[src/rtl/load_align_unit_if.sv]
// Load-align bus: request, memory response beats and load result.
// master drives req/mem/load_ready; slave is the align unit.
interface load_align_unit_if #(
   parameter int DATA_WIDTH     = 32,
   parameter int ADDRESS_BITS   = 20,
   parameter int LOG2_NUM_BYTES = $clog2(DATA_WIDTH / 8)
);
   logic                      req_valid;
   logic                      req_ready;
   logic [LOG2_NUM_BYTES-1:0] req_log2_bytes;
   logic                      req_unsigned;
   logic [ADDRESS_BITS-1:0]   req_address;
   logic                      mem_valid;
   logic [DATA_WIDTH-1:0]     mem_data;
   logic                      load_valid;
   logic                      load_ready;
   logic [DATA_WIDTH-1:0]     load_data;
   logic                      load_split;
   logic                      load_error;

   modport master (
      output req_valid, req_log2_bytes, req_unsigned, req_address,
      output mem_valid, mem_data, load_ready,
      input  req_ready, load_valid, load_data, load_split, load_error
   );

   modport slave (
      input  req_valid, req_log2_bytes, req_unsigned, req_address,
      input  mem_valid, mem_data, load_ready,
      output req_ready, load_valid, load_data, load_split, load_error
   );
endinterface

[src/rtl/load_align_unit.sv]
// Load align unit: merges one or two word-aligned memory beats into an
// aligned, sign/zero-extended load result.
// Ports: clock, reset (sync, active high), bus (slave modport of
// load_align_unit_if: req_*, mem_*, load_*), protocol_error (sticky).
module load_align_unit #(
   parameter int CORE           = 0,
   parameter int DATA_WIDTH     = 32,
   parameter int ADDRESS_BITS   = 20,
   parameter int NUM_BYTES      = DATA_WIDTH / 8,
   parameter int LOG2_NUM_BYTES = $clog2(NUM_BYTES)
) (
   input  logic               clock,
   input  logic               reset,
   load_align_unit_if.slave   bus,
   output logic               protocol_error
);

   if ((DATA_WIDTH != 32 && DATA_WIDTH != 64) || CORE < 0) begin : g_bad_param
      $error("load_align_unit: unsupported parameter set");
   end

   typedef enum logic [1:0] {
      IDLE,
      WAIT_LO,
      WAIT_HI,
      DONE
   } state_t;

   state_t                    state;
   logic [LOG2_NUM_BYTES-1:0] size_q;
   logic [LOG2_NUM_BYTES-1:0] off_q;
   logic                      uns_q;
   logic                      split_q;
   logic                      err_q;
   logic [DATA_WIDTH-1:0]     lo_q;

   // Only the byte offset matters; upper address bits are don't-care.
   logic                      unused_addr;
   logic [LOG2_NUM_BYTES-1:0] req_off;
   logic                      req_err;
   logic                      req_split;

   assign unused_addr = ^bus.req_address;
   assign req_off     = bus.req_address[LOG2_NUM_BYTES-1:0];
   assign req_err     = int'(bus.req_log2_bytes) > LOG2_NUM_BYTES;
   assign req_split   = !req_err &&
                        ((int'(req_off) + (1 << int'(bus.req_log2_bytes)))
                         > NUM_BYTES);

   // The beat arriving now is combined with the stored low beat (if any)
   // so the result can be registered on the same edge as the final beat.
   logic [DATA_WIDTH-1:0]   beat_lo;
   logic [DATA_WIDTH-1:0]   beat_hi;
   logic [2*DATA_WIDTH-1:0] wide;
   logic [DATA_WIDTH-1:0]   shifted;
   logic [DATA_WIDTH-1:0]   result;
   logic                    sign;
   logic [7:0]              fill;

   always_comb begin
      beat_lo = bus.mem_data;
      beat_hi = '0;
      if (state == WAIT_HI) begin
         beat_lo = lo_q;
         beat_hi = bus.mem_data;
      end
   end

   assign wide    = {beat_hi, beat_lo} >> {off_q, 3'b000};
   assign shifted = wide[DATA_WIDTH-1:0];

   always_comb begin
      sign   = 1'b0;
      result = '0;
      for (int k = 0; k <= LOG2_NUM_BYTES; k++) begin
         if (int'(size_q) == k) sign = shifted[8*(1<<k)-1];
      end
      fill = (sign && !uns_q) ? 8'hFF : 8'h00;
      for (int b = 0; b < NUM_BYTES; b++) begin
         if (b < (1 << int'(size_q)))
            result[8*b +: 8] = shifted[8*b +: 8];
         else
            result[8*b +: 8] = fill;
      end
      if (err_q) result = '0;
   end

   always_ff @(posedge clock) begin
      if (reset) begin
         state          <= IDLE;
         bus.req_ready  <= 1'b1;
         bus.load_valid <= 1'b0;
         bus.load_data  <= '0;
         bus.load_split <= 1'b0;
         bus.load_error <= 1'b0;
         protocol_error <= 1'b0;
         size_q         <= '0;
         off_q          <= '0;
         uns_q          <= 1'b0;
         split_q        <= 1'b0;
         err_q          <= 1'b0;
         lo_q           <= '0;
      end else begin
         unique case (state)
            IDLE: begin
               if (bus.req_valid) begin
                  size_q        <= bus.req_log2_bytes;
                  off_q         <= req_off;
                  uns_q         <= bus.req_unsigned;
                  split_q       <= req_split;
                  err_q         <= req_err;
                  bus.req_ready <= 1'b0;
                  state         <= WAIT_LO;
               end
            end
            WAIT_LO: begin
               if (bus.mem_valid) begin
                  lo_q <= bus.mem_data;
                  if (split_q) begin
                     state <= WAIT_HI;
                  end else begin
                     state          <= DONE;
                     bus.load_valid <= 1'b1;
                     bus.load_data  <= result;
                     bus.load_split <= 1'b0;
                     bus.load_error <= err_q;
                  end
               end
            end
            WAIT_HI: begin
               if (bus.mem_valid) begin
                  state          <= DONE;
                  bus.load_valid <= 1'b1;
                  bus.load_data  <= result;
                  bus.load_split <= 1'b1;
                  bus.load_error <= 1'b0;
               end
            end
            DONE: begin
               if (bus.load_ready) begin
                  state          <= IDLE;
                  bus.load_valid <= 1'b0;
                  bus.req_ready  <= 1'b1;
               end
            end
            default: state <= IDLE;
         endcase
         if (bus.mem_valid && (state == IDLE || state == DONE))
            protocol_error <= 1'b1;
      end
   end

endmodule

[src/flat_wrapper.sv]
// flat-port wrapper written by rule: the top's interface ports become plain ports
module load_align_unit_flat 
#(
   parameter int CORE           = 0,
   parameter int DATA_WIDTH     = 32,
   parameter int ADDRESS_BITS   = 20,
   parameter int NUM_BYTES      = DATA_WIDTH / 8,
   parameter int LOG2_NUM_BYTES = $clog2(NUM_BYTES)
)
  (clock, reset, protocol_error, bus_req_valid, bus_req_log2_bytes, bus_req_unsigned, bus_req_address, bus_mem_valid, bus_mem_data, bus_load_ready, bus_req_ready, bus_load_valid, bus_load_data, bus_load_split, bus_load_error);
  load_align_unit_if #(.DATA_WIDTH(DATA_WIDTH), .ADDRESS_BITS(ADDRESS_BITS), .LOG2_NUM_BYTES(LOG2_NUM_BYTES)) bus_i ();
  input  logic clock;
  input  logic reset;
  output logic protocol_error;
  input wire logic [$bits(bus_i.req_valid)-1:0] bus_req_valid;
  input wire logic [$bits(bus_i.req_log2_bytes)-1:0] bus_req_log2_bytes;
  input wire logic [$bits(bus_i.req_unsigned)-1:0] bus_req_unsigned;
  input wire logic [$bits(bus_i.req_address)-1:0] bus_req_address;
  input wire logic [$bits(bus_i.mem_valid)-1:0] bus_mem_valid;
  input wire logic [$bits(bus_i.mem_data)-1:0] bus_mem_data;
  input wire logic [$bits(bus_i.load_ready)-1:0] bus_load_ready;
  output wire logic [$bits(bus_i.req_ready)-1:0] bus_req_ready;
  output wire logic [$bits(bus_i.load_valid)-1:0] bus_load_valid;
  output wire logic [$bits(bus_i.load_data)-1:0] bus_load_data;
  output wire logic [$bits(bus_i.load_split)-1:0] bus_load_split;
  output wire logic [$bits(bus_i.load_error)-1:0] bus_load_error;
  assign bus_i.req_valid = bus_req_valid;
  assign bus_i.req_log2_bytes = bus_req_log2_bytes;
  assign bus_i.req_unsigned = bus_req_unsigned;
  assign bus_i.req_address = bus_req_address;
  assign bus_i.mem_valid = bus_mem_valid;
  assign bus_i.mem_data = bus_mem_data;
  assign bus_i.load_ready = bus_load_ready;
  assign bus_req_ready = bus_i.req_ready;
  assign bus_load_valid = bus_i.load_valid;
  assign bus_load_data = bus_i.load_data;
  assign bus_load_split = bus_i.load_split;
  assign bus_load_error = bus_i.load_error;
  load_align_unit #(.CORE(CORE), .DATA_WIDTH(DATA_WIDTH), .ADDRESS_BITS(ADDRESS_BITS), .NUM_BYTES(NUM_BYTES), .LOG2_NUM_BYTES(LOG2_NUM_BYTES)) u_core (.clock(clock), .reset(reset), .bus(bus_i), .protocol_error(protocol_error));
endmodule
[config.mk]
export PLATFORM = sky130hd
export DESIGN_NAME = load_align_unit_flat
export DESIGN_NICKNAME = d
export VERILOG_FILES = /design/src/rtl/load_align_unit_if.sv /design/src/rtl/load_align_unit.sv /design/src/flat_wrapper.sv
export SDC_FILE = /design/constraint.sdc
export NUM_CORES = 1
export LEC_CHECK = 0
export CAP_MARGIN = 30
export CORE_UTILIZATION = 45
export DETAILED_ROUTE_END_ITERATION = 7
export GPL_TIMING_DRIVEN = 0
export PLACE_DENSITY = 0.79
export SETUP_SLACK_MARGIN = 0.5
export SLEW_MARGIN = 20
export SYNTH_ARGS = -nofsm -noshare
export SYNTH_HDL_FRONTEND = slang
export SYNTH_SLANG_ARGS = --single-unit
[constraint.sdc]
create_clock -name clock -period 5.5 [get_ports clock]
set_input_delay 1.375 -clock clock [delete_from_list [all_inputs] [get_ports clock]]
set_output_delay 1.375 -clock clock [all_outputs]
set_load 0.02 [all_outputs]
### Yosys cells after proc, flatten, opt, wreduce, memory -nomap -nowiden

Cells that the tools add are included.

* register bits: 78
* latch bits: 0
* memory bits (writable): 0
* memory bits (read-only): 0
* output and inout bits: 37
* logic and storage cells: 86
* memories kept: 0

* add/sub/neg operators: 1
* multipliers: 0
* divide/modulo/power cells: 0
* order comparisons: 6
* eq/ne operators: 10
* shifts and indexed selects: 3
* mux-type cells: 36
* bitwise logic cells: 0
* reductions and logical operators: 17

Operator list (count)
* two-way mux 32 bit: 6
* < comparator 3 x 32 -> 1 bit (first input constant): 2
* case mux 32 bit (2 select lines): 1
* left shift 1 x 2 -> 32 bit (first input constant): 2
* right shift 64 x 5 -> 32 bit: 1
* two-way mux 8 bit: 5
* adder 3 x 32 -> 32 bit: 1
* > comparator 32 x 4 -> 1 bit (second input constant): 1
* < comparator 1 x 32 -> 1 bit (first input constant): 1
* < comparator 2 x 32 -> 1 bit (first input constant): 1
* two-way mux 1 bit: 15
* != test 2 bit (second input constant): 5
* == test 2 bit (second input constant): 4
* two-way mux 2 bit: 4
* case mux 2 bit (4 select lines): 1
* AND reduction 4 bit: 2
* case mux 1 bit (2 select lines): 3
* AND reduction 5 bit: 1
* zero test 2 bit: 2
* AND reduction 2 bit: 2
* nonzero test 2 bit: 2
* logical AND 1 bit: 3
* case mux 1 bit (3 select lines): 1
* AND reduction 3 bit: 1
* other kinds (5): 6

### Longest topological paths before layout

Gate-level depths: netlist of the first run.

* depth in word-level cells: 13
* depth in mapped cells: 10

### Worst setup path before layout of the first run

OpenSTA, ideal clock, no wires.

* path kind: input -> register
* start point: in bus_req_log2_bytes[0]
* end point: reg u_core.split_q
* library setup time: 0.138 ns
* data arrival time: 2.623 ns
* data required time: 5.362 ns
* path slack: 2.739 ns
* stages: 8
* cells stage by stage: nor2_1 ha_1 inv_1 fa_1 nand2b_1 a221o_1 nand3b_1 a311oi_1

* cells in the longest elaborated chain, start to end: 4
* elaborated cells on any way between the ends: 6

Ends and longest elaborated chain
* start: declaration: RTL line flat_wrapper.sv:16 `input wire logic [$bits(bus_i.req_log2_bytes)-1:0] bus_req_log2_bytes;`
* left shift 1 x 2 -> 32 bit: RTL line load_align_unit.sv:47 `((int'(req_off) + (1 << int'(bus.req_log2_bytes)))`
* adder 3 x 32 -> 32 bit: RTL line load_align_unit.sv:47
* > comparator 32 x 4 -> 1 bit: RTL line load_align_unit.sv:48 `> NUM_BYTES);`
* logical AND 1 bit (*): RTL line load_align_unit.sv:46 `assign req_split = !req_err &&`
* end signal: assignment: RTL line load_align_unit.sv:110 `split_q <= req_split;`
* end: declaration: RTL line load_align_unit.sv:33 `logic split_q;`

Every way passes the cells marked *; elsewhere a longest branch is shown, timed or not.
A chain may end at the register's enable or synchronous reset.

### Final worst setup path of the first run

* start point: in bus_mem_valid
* end point: reg u_core.bus.load_data[25]

* cells in the longest elaborated chain, start to end: 2
* elaborated cells on any way between the ends: 3

Ends and longest elaborated chain
* start: declaration: RTL line flat_wrapper.sv:19 `input wire logic [$bits(bus_i.mem_valid)-1:0] bus_mem_valid;`
* != test 2 bit (no line)
* AND reduction 4 bit (no line) (*)
* end signal: assignment: RTL line load_align_unit.sv:124 `bus.load_data <= result;`
* end signal: assignment: RTL line load_align_unit.sv:134 `bus.load_data <= result;`
* end: declaration: RTL line load_align_unit_if.sv:30 `output req_ready, load_valid, load_data, load_split, load_error`

Marks and branches as above.

==> results of run 1 <==
-- logic make-up (layout without fill, tap and decap cells) --
family	count (synthesis)	after routing
compound gates	103	103
fa+ha+maj	7	7
mux	84	84
flops	78	78
buf+inv	48	141
simple gates	174	174
-- per-stage QoR --
step	util, %	setup WS, ns	std cells
2_1_floorplan	-	2.739	494
3_3_place_gp	56.43	1.984	700
3_5_place_dp	56.43	1.916	700
4_1_cts	58.42	2.301	716
5_1_grt	58.42	2.129	716
6_report	58.42	2.254	716
-- state kept, by name (all words and copies together), names as in the netlist --
register               count
u_core.bus.load_valid      1
u_core.bus.req_ready       1
u_core.split_q             1
u_core.state               2
u_core.err_q               1
u_core.bus.load_split      1
u_core.size_q              2
u_core.bus.load_data      32
u_core.bus.load_error      1
u_core.lo_q               32
u_core.off_q               2
u_core.protocol_error      1
u_core.uns_q               1
-- layer usage --
layer  share of wire (%)  wire (um)
met4                 1.8        229
met3                 5.9        728
met5                   0          0
met2                  48       5917
met1                  45       5556
-- placed cells by master, fill, tap and decap left out, drive strengths merged --
cell            n
mux2i          46
clkinv          3
nand3           2
a211o           1
o21ai           1
a22oi          23
nand2b          4
o21a            1
o31ai           1
clkinvlp        2
nor4            2
nand2          98
and2            9
inv            11
dfxtp          78
o211ai          1
mux2           29
buf            16
ha              6
or3             1
nand3b          2
nor4b           1
fa              1
clkdlybuf4s50  77
a311oi          1
and3            7
nor2           23
nor2b           2
a21oi          54
nand4           1
o221ai          1
o22ai          18
nor3b           2
a221o           1
mux4            9
nor3           20
clkbuf         32
-- power by group --
part | total, mW | internal [mW] | switching, mW
sequential | 0.738 | 0.674 | 0.0644
clock | 0.414 | 0.179 | 0.236
combinational | 1.09 | 0.474 | 0.616
-- worst reg2reg max path, stage by stage (launching register included) --
cell and delay [ns]:
dfxtp_1 0.40, inv_1 0.08, ha_1 0.21, buf_6 0.15, clkbuf_1 0.26, nand2_1 0.32
clkbuf_1 0.43, o22ai_1 0.20, a22oi_1 0.19, nand2_1 0.08
-- cell type report --
type | count | area [um2] | share of cell area (%)
Buffer | 38 | 173.9 | 3.222
Clock buffer | 10 | 137.6 | 2.550
Clock inverter | 6 | 46.29 | 0.8577
Inverter | 10 | 37.54 | 0.6954
Multi-Input combinational cell | 368 | 2509 | 46.48
Sequential cell | 78 | 1562 | 28.93
Tap cell | 129 | 161.4 | 2.990
Timing Repair Buffer | 77 | 770.7 | 14.28
-- Yosys cell counts, drive strengths merged --
cell type,instances,area share (%)
or3,1,0.15
o21ai,1,0.12
a311oi,1,0.20
o21a,1,0.18
nor4,2,0.64
and3,7,1.0
a211o,1,0.20
mux2,29,7.6
a21oi,54,6.3
o31ai,1,0.18
buf,16,2.1
a221o,1,0.23
o221ai,1,0.20
fa,1,0.47
nor2b,2,0.29
mux4,9,4.7
a22oi,23,4.0
nor2,23,2.1
clkbuf,22,1.9
ha,6,1.8
o211ai,1,0.18
nor3b,2,0.35
nor3,20,2.3
nand2b,4,0.58
and2,9,1.3
dfxtp,78,36
o22ai,18,2.6
nand4,1,0.29
nor4b,1,0.56
inv,10,0.88
nand3,2,0.23
mux2i,46,11
nand3b,2,0.35
nand2,98,8.6
-- worst max-delay path by stage --
stage / cells past startpoint / end
final: 7 / u_core.bus.load_data[25]
after global routing: 7 / u_core.bus.load_data[27]
after CTS: 7 / u_core.bus.load_data[25]
after detailed placement: 7 / u_core.bus.load_data[25]
after global placement: 7 / u_core.bus.load_data[23]
after floorplan: 8 / u_core.split_q
==> summary.md, run 1 <==
| Metric | Value |
|---|---|
| Buf+Inv Stages, Crit Path | 3 |
| Clk slew on worst S/H paths | approximately 0.09 ns |
| Worst vdd ir | around 0.16 mV |
| Post-CTS sizing | 0 |
| Worst Hold Margin | roughly 0.45 ns |
| Global-route wire length before repair | around 19 mm |
| Drt first-iter violations | slightly below 300 |
| Remaining DRCs | 0 |
| Seq cells post-synth | ~80 |
| Worst Skew | between 0.01 and 0.015 ns |
| Nets@finish | about 650 |
| R2r endpoint | u_core.bus.load_data[25] |
| Final period util | 59.02% |
| Reg2reg setup slack | 3.07 ns |
| Syn Area/Cell | just under 9 um2 |
| HP Class | reg -> reg |
| Setup Viol. Count Final | 0 |
| Hold bufs inserted after CTS | 0 |
| Met2 Resource Use GR | between 40% and 50% |
| Postcts setup bufs | 0 |
| Share of cells above drive strength 1 | about an eighth |
| ANT nets after route | 0 |
| Wirelength per Cell | approximately 17 um |
| Initial antenna violation count | 0 |
| Pins Over Slew Limit | 0 |
| Layout area overhead | 26.07% |
| Worst-case reg-to-reg path depth | 9 |
| Num ports | 97 |
| Mapped Cells | 494 |
| Static Leak | 1.947 nW |
| Vias in the first global route | roughly 3600 |
| Syn Nets | 561 |
| Family with the most delay on the worst path | buffers and inverters |
| Worst Setup End Kind | flop |
| Critical path arrival | around 3.6 ns |
| H-tree depth | 3 |
| Worst hold start | u_core.bus.load_data[15] |
| CTS buffer count | 9 |
| Total gr overflow | 0 |
| Hold depth | 2 |
| Status | completed |
| Critical path startpoint | bus_mem_valid |
| Count of cell types in the netlist | 39 |
| WS Path Type | in -> reg |
| Fmax | between 300 and 400 MHz |
| Largest family of logic cells by synthesized area | multiplexers |
| CTS tree | built |
| Slew margin rel. | between 40% and 50% |
| Wirelength, routed | 12.43 mm |
| Die X | between 90 and 100 um |
| Post-Synth Simple-Gate Area | 18.79% |
| Startpoint type of the worst setup path | input port |
| Hold Fails Final Rpt | 0 |
| Pwr dens | 415.6 nW/um2 |
| # port buffers | between 70 and 80 |
| Crit path max fanout | 10 |
| GR Util met3 | under 10% |
| Die ar. | 9909 um2 |
| Top Usage Layer GRT | met2 |
| Total power | ~2.2 mW |
| Post-Synth Adder-Cell Area | approximately 2.2% |
| Share of the yosys chip area belonging to registers | 36.47% |
| Hpwl dp | between 9 and 10 mm |
| Std cell rows | 35 |
| WP data required | between 5 and 6 ns |
| Worst skew pair latency | approximately 0.37 ns |
| Worst hold path endpoint | u_core.bus.load_data[15] |
| Largest net degree at the start of global routing | 15 |
| Post-synthesis mux area share | between 20 and 25% |
| Ant diodes | 0 |
| RSZ-0062 raised after global routing | false |
| Via count | ~4100 |
| Core Box Area | roughly 9000 um2 |
| Clock sink count | 78 |
| RR Startpoint | u_core.state[0] |
| DRT Pass-1 Iters | 5 |
| CP max-delay cell | clkdlybuf4s50_1 |
| Clk buf depth | 2 |
| Slowest stage delay, CP | ~0.57 ns |
| Post-synthesis compound-gate area fraction | roughly 14% |
| Routed vias/inst | 5.673 |
| Fillers | roughly 850 |
| Max-cap viol count | 0 |
| Finished layout cell area | around 5400 um2 |
| Post-Syn Area | between 4000 and 5000 um2 |
| Total global-route track usage | ~26% |
| Yosys warns | 0 |
| Post-DP Area | ~5200 um2 |
| Vert. Die Dim | between 90 and 100 um |
| Setup_tns | 0 ns |
| CTS root buf | clkbuf_8 |
| XOR/XNOR Fraction of Synth Area | 0% |
| Slew @ Worst Pin | 0.7800 ns |
| Starting Density | a little under half |
| Met1 GRT Util | between 30% and 40% |
| Cell Chain, Critical Path | clkdlybuf4s50_1, inv_1, a211o_1, nor4b_4, clkbuf_1, a22oi_1, nand2_1 |
| Final min period | around 3.2 ns |
| Final estimated routing congestion in global placement | approximately 0.9 |
Note: power is estimated with default switching activity, not from simulation.
==> run 2: changes to the inputs <==
==> constraint.sdc (replaced) <==
create_clock -name clock -period 3 [get_ports clock]
set_input_delay 0.75 -clock clock [delete_from_list [all_inputs] [get_ports clock]]
set_output_delay 0.75 -clock clock [all_outputs]
set_load 0.02 [all_outputs]
==> run 2 against run 1 <==
Via count barely moved. Register-to-register slack got worse by 2.5 ns. Clock power rose by 84%. Critical endpoint unchanged. Largest cell class unchanged. Highest routed layer unchanged.
==> summary.md, run 2 (synthesis results as in run 1) <==
| Metric | Value |
|---|---|
| Worst skew pair latency | 0.37 ns (about the same) |
| WS Path Type | in -> reg |
| Hold depth | 2 (unchanged) |
| Setup_tns | 0 ns (unchanged) |
| Pins Over Slew Limit | 0 (unchanged) |
| Slew margin rel. | 54.27% (+6.7 points) |
| Clock share of power | 18.4% (about the same) |
| Die X | 99.55 um (unchanged) |
| Initial antenna violation count | 0 (unchanged) |
| Family with the most delay on the worst path | multiplexers |
| Worst Skew | 0.01195 ns (+0.0007745 ns) |
| CTS root buf | clkbuf_8 |
| Nets@finish | 651 (+0.31%) |
| Ant diodes | 0 (unchanged) |
| Hold bufs inserted after CTS | 0 (unchanged) |
| RSZ-0062 raised after global routing | false |
| Hold Fails Final Rpt | 0 (unchanged) |
| Finished layout cell area | 5429 um2 (+0.58%) |
| CTS buffer count | 9 (unchanged) |
| Clk slew on worst S/H paths | 0.09 ns (about the same) |
| Num ports | 97 (unchanged) |
| Vert. Die Dim | 99.55 um (unchanged) |
| Status | completed |
| Slew @ Worst Pin | 0.6860 ns (-0.09407 ns) |
| Hpwl dp | 9.501 mm (unchanged) |
| Gate power share | 48.8% (+0.2 points) |
| Final min period | ~2.4 ns |
| Via count | 4066 (+0.098%) |
| Slowest stage delay, CP | 0.58 ns (about the same) |
| Routed vias/inst | 5.663 (-0.18%) |
| Drt first-iter violations | 280 (-6.0%) |
| CP max-delay cell | clkdlybuf4s50_1 |
| P_sw | 1.692 mW (+85%) |
| Setup Viol. Count Final | 0 (unchanged) |
| Final period util | ~80% |
| Std cell rows | 35 (unchanged) |
| WP depth | 7 (unchanged) |
| Vias in the first global route | 3647 (unchanged) |
| Remaining DRCs | 0 (unchanged) |
| Global-route wire length before repair | 19.22 mm (unchanged) |
| Critical path arrival | 2.72 ns (-0.84 ns) |
| Post-DP Area | 5214 um2 (unchanged) |
| Fmax | approximately 420 MHz |
| Wirelength, routed | 12.53 mm (+0.75%) |
| # port buffers | 77 (unchanged) |
| Buf+Inv Stages, Crit Path | 2 (-1) |
| ANT nets after route | 0 (unchanged) |
| Register share of total power | 32.8% (about the same) |
| Switching Share | 40.93% (+0.085 points) |
| Max-cap viol count | 0 (unchanged) |
| Placed Cells incl. Taps | 700 (unchanged) |
| Worst Setup End Kind | flop |
| HP Class | reg -> reg |
| Crit path max fanout | 10 (unchanged) |
| Worst-case reg-to-reg path depth | 9 (unchanged) |
| Fillers | 843 (-0.24%) |
| Core Box Area | 9240 um2 (unchanged) |
| Layout area overhead | 26.80% |
| Starting Density | 46.34% (unchanged) |
| Wirelength per Cell | 17.44 um (+0.47%) |
| Startpoint type of the worst setup path | input port |
| Worst vdd ir | 0.2739 mV (+74%) |
| Cell Chain, Critical Path | clkdlybuf4s50_1, mux2i_1, mux4_2, mux2i_1, nand4_2, buf_6, nand2_1 |
| Total gr overflow | 0 (unchanged) |
| Clk buf depth | 2 (unchanged) |
| H-tree depth | 3 (unchanged) |
| P_int | 2.441 mW (+84%) |
| Biggest regs | u_core.bus.load_data x32, u_core.lo_q x32 |
| Static Leak | 1.983 nW (+1.8%) |
| Commonest cells after routing, fill and taps aside | nand2_1 (98), dfxtp_1 (78), clkdlybuf4s50_1 (75) |
| Die ar. | 9909 um2 (unchanged) |
| Worst Hold Margin | 0.4519 ns (-0.001931 ns) |
| WP data required | 3.32 ns (-2.50 ns) |
| Pwr dens | 761.2 nW/um2 (+83%) |
| Clock sink count | 78 (unchanged) |
| Final estimated routing congestion in global placement | 0.8924 (unchanged) |
| Largest net degree at the start of global routing | 15 (unchanged) |
| Total power | 4.132 mW (+84%) |
| Share of cells above drive strength 1 | 13.07% (+0.98 points) |
| DRT Pass-1 Iters | 5 (unchanged) |
| Commonest non-fill, non-tap cell in the layout | nand2_1 |
| Post-route insts no fill | 718 (+0.28%) |
| Most used cell along the critical path | mux2i_1 |
| CTS tree | built |
| Total global-route track usage | 25.62% (unchanged) |
[run 2: power groups by stage]
stage               clock network, mW  registers, mW  logic (mW)
floorplan                           0           1.49        1.19
global placement                    0           1.36        1.93
detailed placement                  0           1.38        1.97
CTS                             0.766           1.35        1.98
global route                    0.806           1.38        2.16
finish                          0.760           1.35        2.02
[run 2: path summary, 6_finish.rpt]
kind | startpoint | end | slack [ns]
max | bus_mem_data[15] | u_core.bus.load_data[25] | 0.60
min | u_core.bus.load_data[15] | u_core.bus.load_data[15] | 0.45
max reg2reg | u_core.state[0] | u_core.bus.load_data[25] | 0.61
min reg2reg | u_core.bus.load_data[15] | u_core.bus.load_data[15] | 0.45
[run 2: layout make-up]
type                    instances  area (um2)  share of cell area [%]
clock buffers                  10       137.6                   2.535
repair buffers                 79       790.8                   14.57
plain buffers                  38       178.9                   3.296
multi-input cells             368        2515                   46.32
flip-flops and latches         78        1562                   28.76
well taps                     129       161.4                   2.973
inverters                      10       37.54                  0.6914
clock inverters                 6       46.29                  0.8527
[run 2: metal layers]
metal	up-vias	wire length [um]	track usage (%)
met5	-	0	0
met4	0	189	7.692
met3	14	619	4.498
met2	150	6032	42.04
met1	1963	5682	34.41
li1	1939	-	-
[run 2: tightest hold or removal path, cell delays in order (launching register included)]
cell,delay [ns]
dfxtp_1,0.32
nand2_1,0.05
nand2_1,0.04
[run 2: timing repair]
action / 4_1_cts / 5_1_grt
cloned: 0 / 0
setup buffers: 0 / 2
endpoints found under the setup margin: 10 / 19
pin swaps: 0 / 2
gates resized for setup: 1 / 7
[run 2: metrics by stage]
step | setup WS (ns) | util (%)
3_3_place_gp | 0.1089 | 56.43
2_1_floorplan | 0.8639 | -
5_1_grt | 0.4625 | 58.75
3_5_place_dp | 0.04121 | 56.43
4_1_cts | 0.5087 | 58.43
6_report | 0.5975 | 58.75
==> run 3: changes to the inputs <==
--- a/config.mk
+++ b/config.mk
@@ -9,7 +9,7 @@
 export CORE_UTILIZATION = 45
 export DETAILED_ROUTE_END_ITERATION = 7
 export GPL_TIMING_DRIVEN = 0
-export PLACE_DENSITY = 0.79
+export PLACE_DENSITY = 0.82
 export SETUP_SLACK_MARGIN = 0.5
 export SLEW_MARGIN = 20
 export SYNTH_ARGS = -nofsm -noshare
==> constraint.sdc (replaced) <==
create_clock -name clock -period 2.2 [get_ports clock]
set_input_delay 0.55 -clock clock [delete_from_list [all_inputs] [get_ports clock]]
set_output_delay 0.55 -clock clock [all_outputs]
set_load 0.02 [all_outputs]
==> run 3 against run 2 <==
The flow now finishes with violations (negative setup slack). Count of clock-buffer cells in the layout up 1. Final area grew 13%. Sequential power grew 39%. Total power up 62%. Worst hold slack got worse by 0.0058 ns. Critical path type is now reg -> reg. Critical endpoint is now u_core.bus.load_data[9]. Largest cell class unchanged.
==> summary.md, run 3 (synthesis results as in run 1) <==
| Metric | Value |
|---|---|
| CTS tree | built |
| Startpoint type of the worst setup path | flop |
| Worst skew pair latency | 0.36 ns (about the same) |
| Worst vdd ir | 0.5179 mV (+89%) |
| Largest net degree at the start of global routing | 14 (-1) |
| Met2 Resource Use GR | 45.99% (+4.0 points) |
| Worst-case reg-to-reg path depth | 11 (+2) |
| Ant diodes | 0 (unchanged) |
| ANT nets after route | 0 (unchanged) |
| R2r endpoint | u_core.bus.load_data[9] |
| Slew margin rel. | 46.41% (-7.9 points) |
| RSZ-0062 raised after global routing | true |
| Clock sink count | 78 (unchanged) |
| PnR worst setup slack | -0.1302 ns (-0.7278 ns) |
| Setup Viol. Count Final | 3 (+3) |
| Total global-route track usage | 28.49% (+2.9 points) |
| Wirelength, routed | 14.86 mm (+19%) |
| Core Box Area | 9240 um2 (unchanged) |
| Status | finished, violations left |
| Vias in the first global route | 3981 (+9.2%) |
| Post-DP Area | 5280 um2 (+1.3%) |
| Global-route wire length before repair | 21.45 mm (+12%) |
| Via count | 4381 (+7.7%) |
| Biggest regs | u_core.bus.load_data x32, u_core.lo_q x32 |
| DRT Pass-1 Iters | 5 (unchanged) |
| Met1 GRT Util | 37.33% (+2.9 points) |
| Wirelength per Cell | 19.99 um (+15%) |
| Total gr overflow | 0 (unchanged) |
| Std cell rows | 35 (unchanged) |
| CTS root buf | clkbuf_8 |
| Initial antenna violation count | 0 (unchanged) |
| Max-cap viol count | 0 (unchanged) |
| Remaining DRCs | 0 (unchanged) |
| H-tree depth | 3 (unchanged) |
| Share of cells above drive strength 1 | 28.83% (+16 points) |
| Hpwl dp | 9.883 mm (+4.0%) |
| Top Usage Layer GRT | met2 |
| Pins Over Slew Limit | 0 (unchanged) |
| Static Leak | 2.462 nW (+24%) |
| Die ar. | 9909 um2 (unchanged) |
| Clk slew on worst S/H paths | 0.09 ns (about the same) |
| HP Class | reg -> reg |
| Setup_tns | -0.1499 ns (-0.1499 ns) |
| Commonest cells after routing, fill and taps aside | nand2_1 (83), dfxtp_1 (76), a21oi_1 (45) |
| Num ports | 97 (unchanged) |
| Reg2reg setup slack | -0.13 ns (-0.74 ns) |
| Hold Fails Final Rpt | 0 (unchanged) |
| # port buffers | 77 (unchanged) |
| Die X | 99.55 um (unchanged) |
| WP data required | 2.42 ns (-0.90 ns) |
| Worst Skew | 0.009731 ns (-0.002220 ns) |
| Worst Setup End Kind | flop |
| Crit path max fanout | 11 (+1) |
| Vert. Die Dim | 99.55 um (unchanged) |
| Final estimated routing congestion in global placement | 0.9435 (+5.7%) |
| CTS buffer count | 9 (unchanged) |
| Commonest non-fill, non-tap cell in the layout | nand2_1 |
| Final min period | roughly 2.3 ns |
| Hold depth | 2 (unchanged) |
| Worst hold path endpoint | u_core.bus.load_data[15] |
| Clk buf depth | 2 (unchanged) |
| Drt first-iter violations | 445 (+59%) |
| Finished layout cell area | 6160 um2 (+13%) |
| Worst hold start | u_core.bus.load_data[15] |
| Final period util | 105.9% |
| Slew @ Worst Pin | 0.8010 ns (+0.1150 ns) |
| Hold bufs inserted after CTS | 0 (unchanged) |
| WS Path Type | reg -> reg |
| Nets@finish | 676 (+3.8%) |
| Fmax | about 430 MHz |
| Violated checks | negative setup slack |
| Pwr dens | 1087 nW/um2 (+43%) |
| GR Util met3 | 4.708% (+0.21 points) |
| Routed vias/inst | 5.896 (+4.1%) |
| Layout area overhead | 43.86% |
| Critical path arrival | 2.55 ns (-0.17 ns) |
| RR Startpoint | u_core.state[0] |
| Starting Density | 46.34% (unchanged) |
| Fin util | 66.66% (+7.9 points) |
run 3: cell types whose count changed in the layout (fill, tap and decap cells not counted), sizes merged:
cell           change
clkinv             -2
clkbuf             -1
buf               +29
clkdlybuf4s50     -42
dlygate4sd2       +42
bufinv             +1
dlymetal6s2s       -2
run 3: report_power, final:
group / switching [mW] / internal, mW / total (mW)
clock network: 0.566 / 0.528 / 1.09
registers: 0.179 / 1.69 / 1.87
logic: 1.97 / 1.76 / 3.73
total: 2.72 / 3.98 / 6.70
run 3: per-layer routing:
layer | share of wire (%) | routed length, um
met2 | 48 | 7130
met3 | 8.5 | 1263
met4 | 4.2 | 626
met1 | 39 | 5834
met5 | 0 | 0
run 3: cell type report:
type	count	area [um2]
multi-input cells	368	2889
inverters	10	37.54
clock inverters	5	58.81
clock buffers	11	131.4
plain buffers	38	290.3
fillers	730	3080
well taps	129	161.4
flip-flops and latches	78	1567
repair buffers	104	1025
run 3: how the worst max path moves through the flow:
stage / from / end / slack [ns]
3_5_place_dp: bus_mem_valid / u_core.bus.load_data[14] / -0.43
3_3_place_gp: bus_mem_valid / u_core.bus.load_data[24] / -0.37
6_report: u_core.state[0] / u_core.bus.load_data[9] / -0.13
2_1_floorplan: u_core.state[0] / u_core.bus.load_data[21] / 0.25
5_1_grt: u_core.state[0] / u_core.bus.load_data[9] / -0.15
4_1_cts: u_core.state[0] / u_core.bus.load_data[3] / 0.05
run 3: timing repair:
item,in CTS,in global routing
gates resized for setup,107,87
cloned,2,2
endpoints found under the setup margin,103,73
buffers inserted,19,4
pin swaps,11,14
run 3: stage by stage:
step           hold slack, ns  setup WS [ns]  std cells  power [mW]
2_1_floorplan          0.4329         0.2467        494       3.749
3_3_place_gp           0.4338        -0.3655        700       4.598
4_1_cts                0.4492        0.05011        737       6.106
6_report               0.4461        -0.1302        743       6.697
3_5_place_dp           0.4425        -0.4281        700       4.675
5_1_grt                0.4607        -0.1543        743       6.960
run 3: worst max-delay path: stages, from the launching register on:
cell     delay (ns)
dfxtp_2        0.33
inv_2          0.07
ha_4           0.13
buf_12         0.13
buf_4          0.13
nor2_4         0.05
a211o_4        0.36
buf_6          0.15
buf_12         0.14
and2_1         0.19
nor3_1         0.40
nor3_1         0.10
